===== src/rtl/alu_sequencer.sv =====
// Instruction-issuing controller for a 4-bit ALU: 4x4-bit register file, IDLE/EXEC/RESP sequencing.
// Optional SKIPZ instruction enabled by defining ALU_SEQ_SKIPZ_EN; default build treats kind 11 as NOP.
module alu_sequencer (
  input  logic       clk,
  input  logic       rst_n,
  input  logic       instr_valid,
  output logic       instr_ready,
  input  logic [9:0] instr,
  output logic [3:0] alu_a,
  output logic [3:0] alu_b,
  output logic [1:0] alu_sel,
  input  logic [3:0] alu_out,
  input  logic       alu_carry,
  input  logic       alu_zero,
  output logic       res_valid,
  input  logic       res_ready,
  output logic [3:0] res_data,
  output logic       res_carry,
  output logic       res_zero,
  output logic       busy
);

  typedef enum logic [1:0] {
    S_IDLE = 2'd0,
    S_EXEC = 2'd1,
    S_RESP = 2'd2
  } state_e;

  typedef enum logic [1:0] {
    K_ALU   = 2'b00,
    K_LOADI = 2'b01,
    K_NOP   = 2'b10,
    K_SKIPZ = 2'b11
  } kind_e;

  state_e     state_q, state_d;
  logic [3:0] regs_q [4];
  logic [3:0] regs_d [4];
  logic [3:0] alu_a_q, alu_a_d;
  logic [3:0] alu_b_q, alu_b_d;
  logic [1:0] alu_sel_q, alu_sel_d;
  logic [1:0] rd_q, rd_d;
  logic       res_valid_q, res_valid_d;
  logic [3:0] res_data_q, res_data_d;
  logic       c_q, c_d;
  logic       z_q, z_d;
  logic       accept;
  logic       skip_now;
  kind_e      kind;

  assign kind   = kind_e'(instr[9:8]);
  assign accept = instr_valid && (state_q == S_IDLE);

`ifdef ALU_SEQ_SKIPZ_EN
  logic skip_q, skip_d;
  assign skip_now = skip_q;
`else
  assign skip_now = 1'b0;
`endif

  // NOTE: every _d gets its hold value first, so no path through this block can infer a latch.
  always_comb begin
    state_d     = state_q;
    regs_d      = regs_q;
    alu_a_d     = alu_a_q;
    alu_b_d     = alu_b_q;
    alu_sel_d   = alu_sel_q;
    rd_d        = rd_q;
    res_valid_d = res_valid_q;
    res_data_d  = res_data_q;
    c_d         = c_q;
    z_d         = z_q;
`ifdef ALU_SEQ_SKIPZ_EN
    skip_d      = skip_q;
`endif

    unique case (state_q)
      S_IDLE: begin
        if (accept && skip_now) begin
`ifdef ALU_SEQ_SKIPZ_EN
          skip_d = 1'b0;
`endif
        end else if (accept) begin
          unique case (kind)
            K_ALU: begin
              // Operands are captured now, so rd == rs1/rs2 later sees the old value.
              alu_a_d   = regs_q[instr[3:2]];
              alu_b_d   = regs_q[instr[1:0]];
              alu_sel_d = instr[7:6];
              rd_d      = instr[5:4];
              state_d   = S_EXEC;
            end
            K_LOADI: regs_d[instr[5:4]] = instr[3:0];
            K_NOP:   ;
            K_SKIPZ: begin
`ifdef ALU_SEQ_SKIPZ_EN
              skip_d = z_q;
`endif
            end
            default: ;
          endcase
        end
      end

      S_EXEC: begin
        regs_d[rd_q] = alu_out;
        c_d          = alu_carry;
        z_d          = alu_zero;
        res_data_d   = alu_out;
        res_valid_d  = 1'b1;
        state_d      = S_RESP;
      end

      S_RESP: begin
        if (res_ready) begin
          res_valid_d = 1'b0;
          state_d     = S_IDLE;
        end
      end

      default: state_d = S_IDLE;
    endcase
  end

  // NOTE: sequential state uses non-blocking assignment so all flops update together at the edge.
  always_ff @(posedge clk or negedge rst_n) begin
    if (!rst_n) begin
      state_q     <= S_IDLE;
      // NOTE: the register file is architecturally reset to zero, so it is built from resettable flops, not RAM.
      for (int i = 0; i < 4; i++) regs_q[i] <= '0;
      alu_a_q     <= '0;
      alu_b_q     <= '0;
      alu_sel_q   <= '0;
      rd_q        <= '0;
      res_valid_q <= 1'b0;
      res_data_q  <= '0;
      c_q         <= 1'b0;
      z_q         <= 1'b0;
`ifdef ALU_SEQ_SKIPZ_EN
      skip_q      <= 1'b0;
`endif
    end else begin
      state_q     <= state_d;
      regs_q      <= regs_d;
      alu_a_q     <= alu_a_d;
      alu_b_q     <= alu_b_d;
      alu_sel_q   <= alu_sel_d;
      rd_q        <= rd_d;
      res_valid_q <= res_valid_d;
      res_data_q  <= res_data_d;
      c_q         <= c_d;
      z_q         <= z_d;
`ifdef ALU_SEQ_SKIPZ_EN
      skip_q      <= skip_d;
`endif
    end
  end

  assign instr_ready = (state_q == S_IDLE);
  assign busy        = (state_q != S_IDLE);
  assign alu_a       = alu_a_q;
  assign alu_b       = alu_b_q;
  assign alu_sel     = alu_sel_q;
  assign res_valid   = res_valid_q;
  assign res_data    = res_data_q;
  // The flags and the result flags are loaded at the same edge from the same source, so they share flops.
  assign res_carry   = c_q;
  assign res_zero    = z_q;

endmodule


===== config.mk =====
export PLATFORM = sky130hd
export DESIGN_NAME = alu_sequencer
export DESIGN_NICKNAME = d
export VERILOG_FILES = /design/src/rtl/alu_sequencer.sv
export SDC_FILE = /design/constraint.sdc
export NUM_CORES = 1
export LEC_CHECK = 0
export CAP_MARGIN = 20
export CELL_PAD_IN_SITES_DETAIL_PLACEMENT = 2
export CELL_PAD_IN_SITES_GLOBAL_PLACEMENT = 2
export CORE_MARGIN = 2
export CORE_UTILIZATION = 34
export DETAILED_ROUTE_END_ITERATION = 8
export PLACE_DENSITY_LB_ADDON = 0.1
export RECOVER_POWER = 50
export SETUP_SLACK_MARGIN = 0.15
export SYNTH_ARGS = -nofsm -noshare
export SYNTH_HDL_FRONTEND = slang
export SYNTH_SLANG_ARGS = --single-unit

===== constraint.sdc =====
create_clock -name clk -period 2 [get_ports clk]
set_input_delay 0.4 -clock clk [delete_from_list [all_inputs] [get_ports clk]]
set_output_delay 0.4 -clock clk [all_outputs]
set_load 0.005 [all_outputs]

# After elaboration in Yosys (flattened, before gate mapping)
# Cells that the tools add are included.
# Widths: inputs -> output; s select.
dict set report totals {
  ff_bits 37
  input_bits 20
  out_inout_bits 19
  word_cells 63
}
dict set report classes {
  order_cmp 6
  n_eq_ne 7
  n_mux 21
  bitwise 4
  n_reduce_logical 12
}
# op n
set op_table {}
lappend op_table {{$bwmux 16} 2}
lappend op_table {{$mux 16} 2}
lappend op_table {{$pmux 16 s2} 1}
lappend op_table {{$mux 4} 6}
lappend op_table {{$bmux 4 s2} 2}
lappend op_table {{$demux 4 s2} 2}
lappend op_table {{$ge 3x3->1 const B} 4}
lappend op_table {{$not 2->3} 4}
lappend op_table {{$reduce_and 3->1} 3}
lappend op_table {{$lt 3x1->1 const B} 2}
lappend op_table {{$mux 2} 3}
lappend op_table {{$ne 2x1->1 const B} 3}
lappend op_table {{$pmux 2 s3} 1}
lappend op_table {{$reduce_bool 2->1} 3}
lappend op_table {{$eq 2x1->1 const B} 2}
lappend op_table {{$logic_not 2->1} 2}
lappend op_table {{$logic_and 1x1->1} 3}
lappend op_table {{$eq 2x2->1 const B} 1}
lappend op_table {{$ne 2x2->1 const B} 1}
lappend op_table {{$pmux 1 s2} 1}
lappend op_table {{$reduce_and 2->1} 1}
lappend op_table {{$mux 1} 1}

# Logic depth before layout (Yosys ltp)
dict set report logic_depth {
  word_depth 9
  ltp_mapped 6
  ltp_nobuf 4
}

# Least setup slack after synthesis
# No wires, ideal clock.
dict set report synth_path {
  kind {register -> register}
  startpoint {reg state_q[1]}
  endpoint {reg alu_sel_q[1] (netlist: alu_sel[1])}
  setup_time_ns 0.125
  t_arrival_ns 1.476
  required_ns 1.875
  path_slack_ns 0.399
  stages_incl_launch_ff 6
  n_path_buf 1
  synth_period_minus_slack_ns 1.601
  cell_sequence {dfrtp_1 nor2_2 inv_2 nor4b_4 buf_6 mux2_2}
}
dict set report synth_between {
  elab_chain_len 3
}
# element line
set synth_rtl {}
lappend synth_rtl {{from (decl)} 36} ;# state_e state_q, state_d;
lappend synth_rtl {{from (signal assigned)} 143} ;# state_q <= state_d;
lappend synth_rtl {{$logic_not 2->1 (*)} --}
lappend synth_rtl {{via instr_ready} 7} ;# output logic instr_ready,
lappend synth_rtl {{$logic_and 1x1->1} 52} ;# assign accept = instr_valid && (state_q == S_IDLE);
lappend synth_rtl {{$reduce_and 3->1 (no line) (*)} --}
lappend synth_rtl {{to (signal assigned)} 147} ;# alu_sel_q <= alu_sel_d;
lappend synth_rtl {{to (decl)} 41} ;# logic [1:0] alu_sel_q, alu_sel_d;
# Mark *: on every way through the listed nets, which the timed path passes. The rest lies on a longest branch.
# A chain may end at the register's enable or synchronous reset.

# Worst setup path after layout
dict set report layout_path {
  startpoint {reg rd_q[1]}
  endpoint {reg regs_q[12] (netlist name)}
}
dict set report layout_between {
  elab_chain_len 7
  word_cells_on_any_way 8
  classes_between {order compare: 2; mux: 4; bitwise: 1; reduce/logical: 1}
}
# element line
set layout_rtl {}
lappend layout_rtl {{from (decl)} 42} ;# logic [1:0] rd_q, rd_d;
lappend layout_rtl {{from (signal assigned)} 148} ;# rd_q <= rd_d;
lappend layout_rtl {{$not 2->3 (not written as such) (*)} 106} ;# regs_d[rd_q] = alu_out;
lappend layout_rtl {{$ge 3x3->1 (not written as such) / $lt 3x1->1 (equally long branches)} 106}
lappend layout_rtl {{$logic_and 1x1->1 (not written as such)} 106}
lappend layout_rtl {{$mux 4 (not written as such)} 106}
lappend layout_rtl {{$demux 4 s2 (*)} 106}
lappend layout_rtl {{$bwmux 16 (*)} 106}
lappend layout_rtl {{$pmux 16 s2 (*)} 77} ;# unique case (state_q)
lappend layout_rtl {{to (signal assigned)} 144} ;# regs_q <= regs_d;
lappend layout_rtl {{to (decl)} 37} ;# logic [3:0] regs_q [4];
# Every way passes the cells marked *; elsewhere a longest branch is shown, timed or not.

==> flow_summary.yaml <==
critical_path:
  worstReg2RegStart: "rd_q[1]"
  r2r-end: "regs_q[12]"
  cp_common_cell: "mux2_2"
  crit_chain: "or2_2 > mux2_2 > nor2_4 > mux2_2"
  r2r_cells: 4
  startpoint: "rd_q[1]"
  cp-end-kind: "register"
  critPathKind: "register to register"
  cp_max_fo: 5
  worstSetupStartpointType: "register"
  worstPathRequired_ns: 2.18
  cpPeakStageDelay_ns: 0.41
  critPathSlowestCell: "dfrtp_1"
  cp.arrival_ns: 1.89
  rrSetupSlack_ns: 0.29
global_routing:
  grt_pass1_vias: 1601
  antenna_found_initial: 0
  grt_max_degree: 38
  grt_usage: 0.1923
  grt_pass1_wl_mm: 8.907
  gr-total-overflow: 0
detailed_routing:
  drt_iter0_markers: 78
  wl_per_cell_um: 19.58
  ant_nets: 0
  via_per_inst: 5.226
  routed_wl_mm: 5.364
  num_vias: 1432
  remaining_drc_errors: 0
  drtPass1Iterations: 4
logic_synthesis:
  synth_cell_type_count: 25
  synth_warnings: 0
  ys_top_cells_by_area: "dfrtp_1 49%, mux2_2 18%, mux4_2 9.5%"
  ys_ff_latch: 37
  synth_seq_area_share: 0.4888
  synth_top_area_frac: 0.4888
  syn_inst: 148
  synth-edff-count: 0
  synth_top_area_cell: "dfrtp_1"
  synthArstFlopShare: 1.000
  avgSynthCellArea_um2: 12.80
  synth_nets: 168
  synth_area_um2: 1894
  ys.flop_type: "dfrtp_1"
floorplan:
  initial_core_util: 0.3483
  die_w_um: 78.64
  die_y_um: 78.64
  die_area_um2: 6184
  core_um2: 5439
  pin_count: 39
  rows: 27
job:
  drv_cap: 0
placement:
  gp_congestion: 0.8992
  place_ws_ns: -0.1944
  port_buffers: 38
  hpwl_mm: 4.056
  dp.cells: 266
layout:
  layout_commonest_cell: "dfrtp_1"
  stdcell_count: 274
  nets: 221
  area_growth_pct: 35.80
  num_antenna_cells: 0
  post_route_cells_drive_above_1_share: 0.3812
  final_util: 0.4730
  final_cell_mix: "37 x dfrtp_1, 32 x clkdlybuf4s50_1, 31 x mux2_2, 26 x nand2_1, 16 x o22ai_1"
clocking:
  cts_tree: "yes"
  ctsHoldBuffers: 0
  clockBufferDepth: 2
  cts-root-buf: "clkbuf_8"
  insertion_delay_ns: 0.30
  clock-sinks: 37
  ctsHtreeMaxLevel: 2
  numCtsBuffers: 5
  clkTransAtPathRegs_ns: 0.08
timing:
  worstMarginPinSlew_ns: 0.9419
  final_hold_viol_count: 0
  finalCritPeriodShare: 0.8562
  relSlewSlack: 0.3721
  setup_viol: 0
  worst_slack_ns: 0.2877
  rsz0062_at_grt: "false"
  fin_worst_skew_ns: 0.01040
  whs_ns: 0.3235
  slew_violations: 0
  fmax_mhz: 584.0
  fin_crit_ns: 1.712
power_and_ir_drop:
  power.density_nw_per_um2: 954.2
  power.leakage_nw: 1.154
  power_w: 0.002455
  ir_worst_vdd_v: 0.0003264
min_path:
  min_path_type: "input port to async pin"
outcome:
  status: "finished clean"
-- metrics by stage --
step / setup TNS, ns / cell area [um2]
after global placement: -1.575 / 2435
final: 0 / 2572
after CTS: 0 / 2572
after detailed placement: -2.043 / 2435
after floorplan: 0 / 1894
after global routing: 0 / 2572
-- worst max-delay path, delay by kind of cell (launching register included) --
family	cells	cell delay, ns
muxes	2	0.67
and+or+nand+nor	2	0.52
DFF	1	0.41
-- cells in the mapped netlist, types with 2 or more instances --
library cell,instances
mux4_2,8
nor2_4,3
nand2b_1,2
dfrtp_1,37
or2_2,2
clkbuf_1,2
mux2_2,31
nand2_1,26
o22ai_1,16
nor2_1,4
or2b_2,3
-- logic make-up (layout without fill, tap and decap cells) --
family,count (synthesis),after routing,synth area share
AND/OR/NAND/NOR,45,45,0.1407
multiplexers,39,39,0.2794
flip-flops,37,37,0.4888
AO/OA/AOI/OAI,19,19,0.06473
buffers and inverters,8,62,0.02641
-- power by group --
group	leakage, nW	internal (W)	switching, W
Sequential	0.485	0.000904	0.000112
Clock	0.0687	0.000502	0.000297
Combinational	0.600	0.000398	0.000241
-- worst max-delay path by stage --
| stage | end | slack [ns] | cells past startpoint |
|---|---|---|---|
| 2_1_floorplan | alu_sel[1] | 0.40 | 5 |
| 4_1_cts | regs_q[3] | 0.19 | 5 |
| 5_1_grt | regs_q[3] | 0.17 | 6 |
| 3_3_place_gp | regs_q[5] | -0.16 | 5 |
| 6_report | regs_q[12] | 0.29 | 4 |
| 3_5_place_dp | regs_q[4] | -0.19 | 5 |
-- registers in the layout, indices dropped and copies added, names as in the netlist --
name and flops:
res_data 4, res_carry 1, alu_a 4, rd_q 2, regs_q 16, alu_sel 2
state_q 2, alu_b 4, res_valid 1, res_zero 1
-- metal layers --
metal	vias up	share of wire	GRT usage
met5	-	0	0
met4	0	0.012	0.05263
met3	7	0.037	0.03563
met2	30	0.53	0.3444
met1	750	0.42	0.2361
li1	645	-	-
-- cell type report --
| type | count | area [um2] |
|---|---|---|
| fill | 572 | 2867 |
| sequential | 37 | 925.9 |
| multi-input combinational | 103 | 925.9 |
| timing repair buffer | 52 | 485.5 |
| tap | 72 | 90.09 |
| clock buffer | 5 | 68.82 |
| clock inverter | 3 | 68.82 |
| inverter | 2 | 7.507 |
-- repair_timing --
action / 4_1_cts / 5_1_grt
setup endpoints to repair: 11 / 4
buffers inserted: 0 / 0
endpoints found under the hold margin: 0 / 0
gates resized for setup: 5 / 1
Power figures use the tool's default switching activity.
==> patch 1, RTL diff (config.mk and constraints unchanged) <==
Make the reset (`rst_n`) synchronous in one clocked block.
--- a/src/rtl/alu_sequencer.sv
+++ b/src/rtl/alu_sequencer.sv
@@ -123,7 +123,7 @@
   end
 
   // NOTE: sequential state uses non-blocking assignment so all flops update together at the edge.
-  always_ff @(posedge clk or negedge rst_n) begin
+  always_ff @(posedge clk) begin
     if (!rst_n) begin
       state_q     <= S_IDLE;
       // NOTE: the register file is architecturally reset to zero, so it is built from resettable flops, not RAM.
Function: differs if rst_n is asserted again (counterexample within 4 cycles, from zero or initial values and one cycle with rst_n low); with rst_n held inactive, the same outputs for 4 cycles.
==> patch 1 against the unedited design <==
- final area fell by 1.3%
- synthesized area rose by 3.2%
- sequential cell count did not move
- register-to-register slack improved by 0.12 ns
- critical path depth fell by 2
- non-clock buffer count fell by 2
- first-iteration DRC count fell by 50%
- clock skew fell by 0.0058 ns
- wire length rose by 15%
- setup slack got worse by 0.041 ns
- largest cell class is now multi-input combinational cells
- fmax fell by 2.3%
- die area rose by 3.1%
Power is not compared: it rests on default switching activity, and its combinational part moved more than twofold at a synthesized area within 25%.
==> patch 1: results (changes against the unedited design) <==
- Synth Net Count: 252 (was 168)
- Critical R2R Launch: state_q[0] (was rd_q[1])
- RD Place Congestion: 0.793 (was 0.899)
- Tcrit/Tclk final: 0.877 (was 0.856)
- Commonest cells post-synth: nand2_1 (43), dfxtp_1 (37), a21oi_1 (36) (was dfrtp_1 (37), mux2_2 (31), nand2_1 (26))
- CP Data Arrival Time: 1.35 ns (was 1.89 ns)
- Slowest stage cell, crit path: clkdlybuf4s50_1 (was dfrtp_1)
- Final wirelength: 6170 um (was 5360 um)
- Fin Hold WS: 0.455 ns (was 0.323 ns)
- CP max FO: 4 (was 5)
- Layout cell share with drive strength beyond 1: 0.140 (was 0.381)
- Mean Syn Cell Area: 8.43 sq um (was 12.8 sq um)
- Status: finished clean (unchanged)
- Async S/R FF share, synth: 0 (was 1.00)
- Post_cts resized: 2 (was 5)
- Worst skew pair latency: 0.30 ns (about the same)
- First-pass GRT wire length: 10200 um (was 8910 um)
- GRT Total Usage: 0.212 (was 0.192)
- R2r setup slk: 0.41 ns (was 0.29 ns)
- Avg WL per Cell: 17.9 um (was 19.6 um)
- DRT iter0 DRCs: 39 (was 78)
- Hold WC Path Type: flop to flop (was input pin to asynchronous set/reset pin)
- Via count: 1868 (was 1432)
- Pre-CTS worst setup slack: -0.129 ns (was -0.194 ns)
- CP peak stage delay: 0.50 ns (was 0.41 ns)
- Crit path to: busy (was regs_q[12])
- FF-to-FF path depth: 5 (was 4)
- Yosys cell types: 35 (was 25)
- Setup Skew: 0.00463 ns (was 0.0104 ns)
- Vias in the first global route: 1964 (was 1601)
- Sequential fraction of the synthesis area: 0.379 (was 0.489)
- Final HPWL DP: 4650 um (was 4060 um)
- Crit. Startpoint: state_q[1] (was rd_q[1])
patch 1: cell types whose count changed in the layout (fill, tap and decap cells not counted), sizes merged, moves of 17 or more:
cell   delta
dfrtp    -37
mux2     -29
nand2    +17
o22ai    -17
dfxtp    +37
nor3     +29
a21oi    +35
patch 1: logic make-up after synthesis:
| kind of cell | share of synthesized area |
|---|---|
| AND/OR/NAND/NOR | 0.269 |
| flip-flops | 0.379 |
| AO/OA/AOI/OAI | 0.177 |
| multiplexers | 0.116 |
| buffers and inverters | 0.0595 |
patch 1: worst min path at each step:
stage	startpoint	to	cells after the start
2_1_floorplan	alu_a[0]	alu_a[0]	2
3_3_place_gp	alu_sel[1]	alu_sel[1]	2
3_5_place_dp	res_data[2]	res_data[2]	2
4_1_cts	res_data[2]	res_data[2]	2
5_1_grt	alu_sel[1]	alu_sel[1]	2
6_report	res_data[2]	res_data[2]	2
patch 1: layer usage:
layer,wire length (um),GRT usage
met2,3070,0.367
met3,189,0.0305
met4,61,0.0610
met1,2840,0.274
met5,0,0
patch 1: power by group:
group / switching (mW) / internal [mW]
combinational: 0.123 / 0.117
clock: 0.289 / 0.241
sequential: 0.0166 / 0.754
patch 1: final cells by class:
type,count,area [sq um]
Timing Repair Buffer,50,495
Inverter,6,22.5
Clock buffer,5,68.8
Sequential cell,37,742
Clock inverter,3,17.5
Tap cell,72,90.1
Multi-Input combinational cell,171,1100
Fill cell,637,3000
patch 1: through the flow:
stage                     cell area (sq um)  utilization
after CTS                              2550        0.460
after floorplan                        1960            -
after detailed placement               2460        0.444
final                                  2540        0.458
after global placement                 2460        0.444
after global routing                   2540        0.458
patch 1: worst register-to-register path: cells and delay by family (launching register included):
family | cells | cell delay, ns
muxes | 1 | 0.40
buffers and inverters | 1 | 0.20
and+or+nand+nor | 3 | 0.51
DFF | 1 | 0.34
==> patch 2, RTL diff (same flow settings) <==
Without the edit above. Build with the macro `ALU_SEQ_SKIPZ_EN` defined.
--- a/src/rtl/alu_sequencer.sv
+++ b/src/rtl/alu_sequencer.sv
@@ -1,5 +1,7 @@
 // Instruction-issuing controller for a 4-bit ALU: 4x4-bit register file, IDLE/EXEC/RESP sequencing.
 // Optional SKIPZ instruction enabled by defining ALU_SEQ_SKIPZ_EN; default build treats kind 11 as NOP.
+`define ALU_SEQ_SKIPZ_EN
+
 module alu_sequencer (
   input  logic       clk,
   input  logic       rst_n,
Function: changed (Yosys sat finds a counterexample within 10 cycles, from zero or initial values and one cycle with rst_n low).
==> patch 2 against the unedited design <==
- synthesized area rose by 18%
- global-route usage up 3.7 points
- total power shrank 0.60%
- critical endpoint is now rd_q[0]
- setup slack worse by 0.17 ns
- final area rose by 12%
- highest routed layer unchanged
- cell count up 22%
- wire length up 46%
- sequential cell count grew 1
==> patch 2: results (changes against the unedited design) <==
- Clock-net power: 0.629 mW (was 0.800 mW)
- GRT Total Usage: 0.229 (was 0.192)
- Via count: 2066 (was 1432)
- Filler cells: 654 (was 572)
- Diodes inserted: 0 (unchanged)
- Status: finished clean (unchanged)
- Synth Net Count: 230 (was 168)
- First drt pass iteration count: 4 (unchanged)
- Top cells by area, synth: dfrtp_1 (42%), mux4_2 (8.0%), a32oi_1 (6.2%) (was dfrtp_1 (49%), mux2_2 (18%), mux4_2 (9.5%))
- Commonest cells post-synth: dfrtp_1 (38), nand2_1 (36), nand3_1 (18) (was dfrtp_1 (37), mux2_2 (31), nand2_1 (26))
- Port Buffers: 38 (unchanged)
- Yosys cell types: 33 (was 25)
- Maximum root-to-sink buffer count: 2 (unchanged)
- Top_reg_cell synth: dfrtp_1 (unchanged)
- XOR/XNOR Fraction of Synth Area: 0 (unchanged)
- Vias in the first global route: 2357 (was 1601)
- CP Data Arrival Time: 2.06 ns (was 1.89 ns)
- Fin nets: 276 (was 221)
- YS warnings: 0 (unchanged)
- Setup Skew: 0.00491 ns (was 0.0104 ns)
- Num CTS Buffers: 5 (unchanged)
- CP max FO: 6 (was 5)
- Avg WL per Cell: 23.4 um (was 19.6 um)
- Mean Syn Cell Area: 10.7 sq um (was 12.8 sq um)
- DRT iter0 DRCs: 192 (was 78)
- Clock slew at reported path FFs: 0.08 ns (about the same)
- Initial antenna violation count: 0 (unchanged)
- Placed cell count: 325 (was 266)
- H-tree depth: 2 (unchanged)
- Switching power share of the total: 0.308 (was 0.265)
- Largest register FFs: 16 (unchanged)
- Layout cell share with drive strength beyond 1: 0.198 (was 0.381)
- Vias per cell: 6.19 (was 5.23)
- LEAKAGE: 1.13 nW (was 1.15 nW)
- Worst skew pair latency: roughly 0.29 ns
- First-pass GRT wire length: 12900 um (was 8910 um)
- Compound-Gate Fraction of Synth Area: 0.192 (was 0.0647)
- Top reg by flops: regs_q (unchanged)
- Peak supply drop: 0.000356 V (was 0.000326 V)
- Synth Area in Adders: 0 (unchanged)
- Pin count of the biggest net entering global routing: 21 (was 38)
- RD Place Congestion: 0.881 (was 0.899)
- Mux cell area share after synthesis: 0.156 (was 0.279)
- Sequential fraction of the synthesis area: 0.424 (was 0.489)
- Hold WC Path Type: input pin to asynchronous set/reset pin (unchanged)
- Async S/R FF share, synth: 1.00 (unchanged)
- Pre-CTS worst setup slack: -0.308 ns (was -0.194 ns)
- Post-CTS Setup Repair Bufs: 0 (unchanged)
- Pwr/cell area: 846 mW/mm^2 (was 954 mW/mm^2)
- Final HPWL DP: 5570 um (was 4060 um)
- Root buffer cell: clkbuf_8 (unchanged)
- Worst-Margin Slew: 1.10 ns (was 0.942 ns)
- Seq pwr share: 0.432 (was 0.414)
## patch 2: kinds of logic after synthesis
family,Yosys count
AOI/OAI and AO/OA,52
DFF,38
muxes,20
and+or+nand+nor,76
buffers and inverters,24
## patch 2: per-layer routing
metal / wire, um / part of all wire / global-route usage
met5: 0 / 0 / 0
met4: 127 / 0.016 / 0.0505
met3: 344 / 0.044 / 0.0302
met2: 4010 / 0.51 / 0.401
met1: 3330 / 0.43 / 0.303
## patch 2: timing repair
item,CTS,global route
cloned,1,0
endpoints found under the setup margin,14,13
pin swaps,2,3
resized for setup,7,1
## patch 2: worst max-delay path: stages, from the launching register on
cell and delay [ns]:
dfrtp_1 0.39, or3b_1 0.43, or4_1 0.60, mux2_4 0.35
## patch 2: final timing paths
check,from,endpoint,slack (ns),cells past startpoint
worst min-delay path,rst_n,alu_b[3],0.29,1
worst max-delay path,state_q[0],rd_q[0],0.11,3
max in group asynchronous,rst_n,alu_a[0],0.61,2
worst min register to register,res_data[3],res_data[3],0.49,2
min in group clk,res_data[3],res_data[3],0.49,2
worst max register to register,state_q[0],rd_q[0],0.11,3
## patch 2: stage by stage
stage	setup TNS, ns	hold slack (ns)	cell area (sq um)
floorplan	0	0.104	2240
global placement	-3.21	0.382	2780
detailed placement	-3.56	0.396	2780
CTS	0	0.0827	2910
global route	0	0.356	2880
finish	0	0.293	2880
## patch 2: cell type report
cell class                      count  share of cell area
Multi-Input combinational cell    149               0.411
Sequential cell                    38               0.330
Timing Repair Buffer               58               0.182
Clock buffer                        8              0.0382
Tap cell                           77              0.0334
Inverter                            4             0.00521
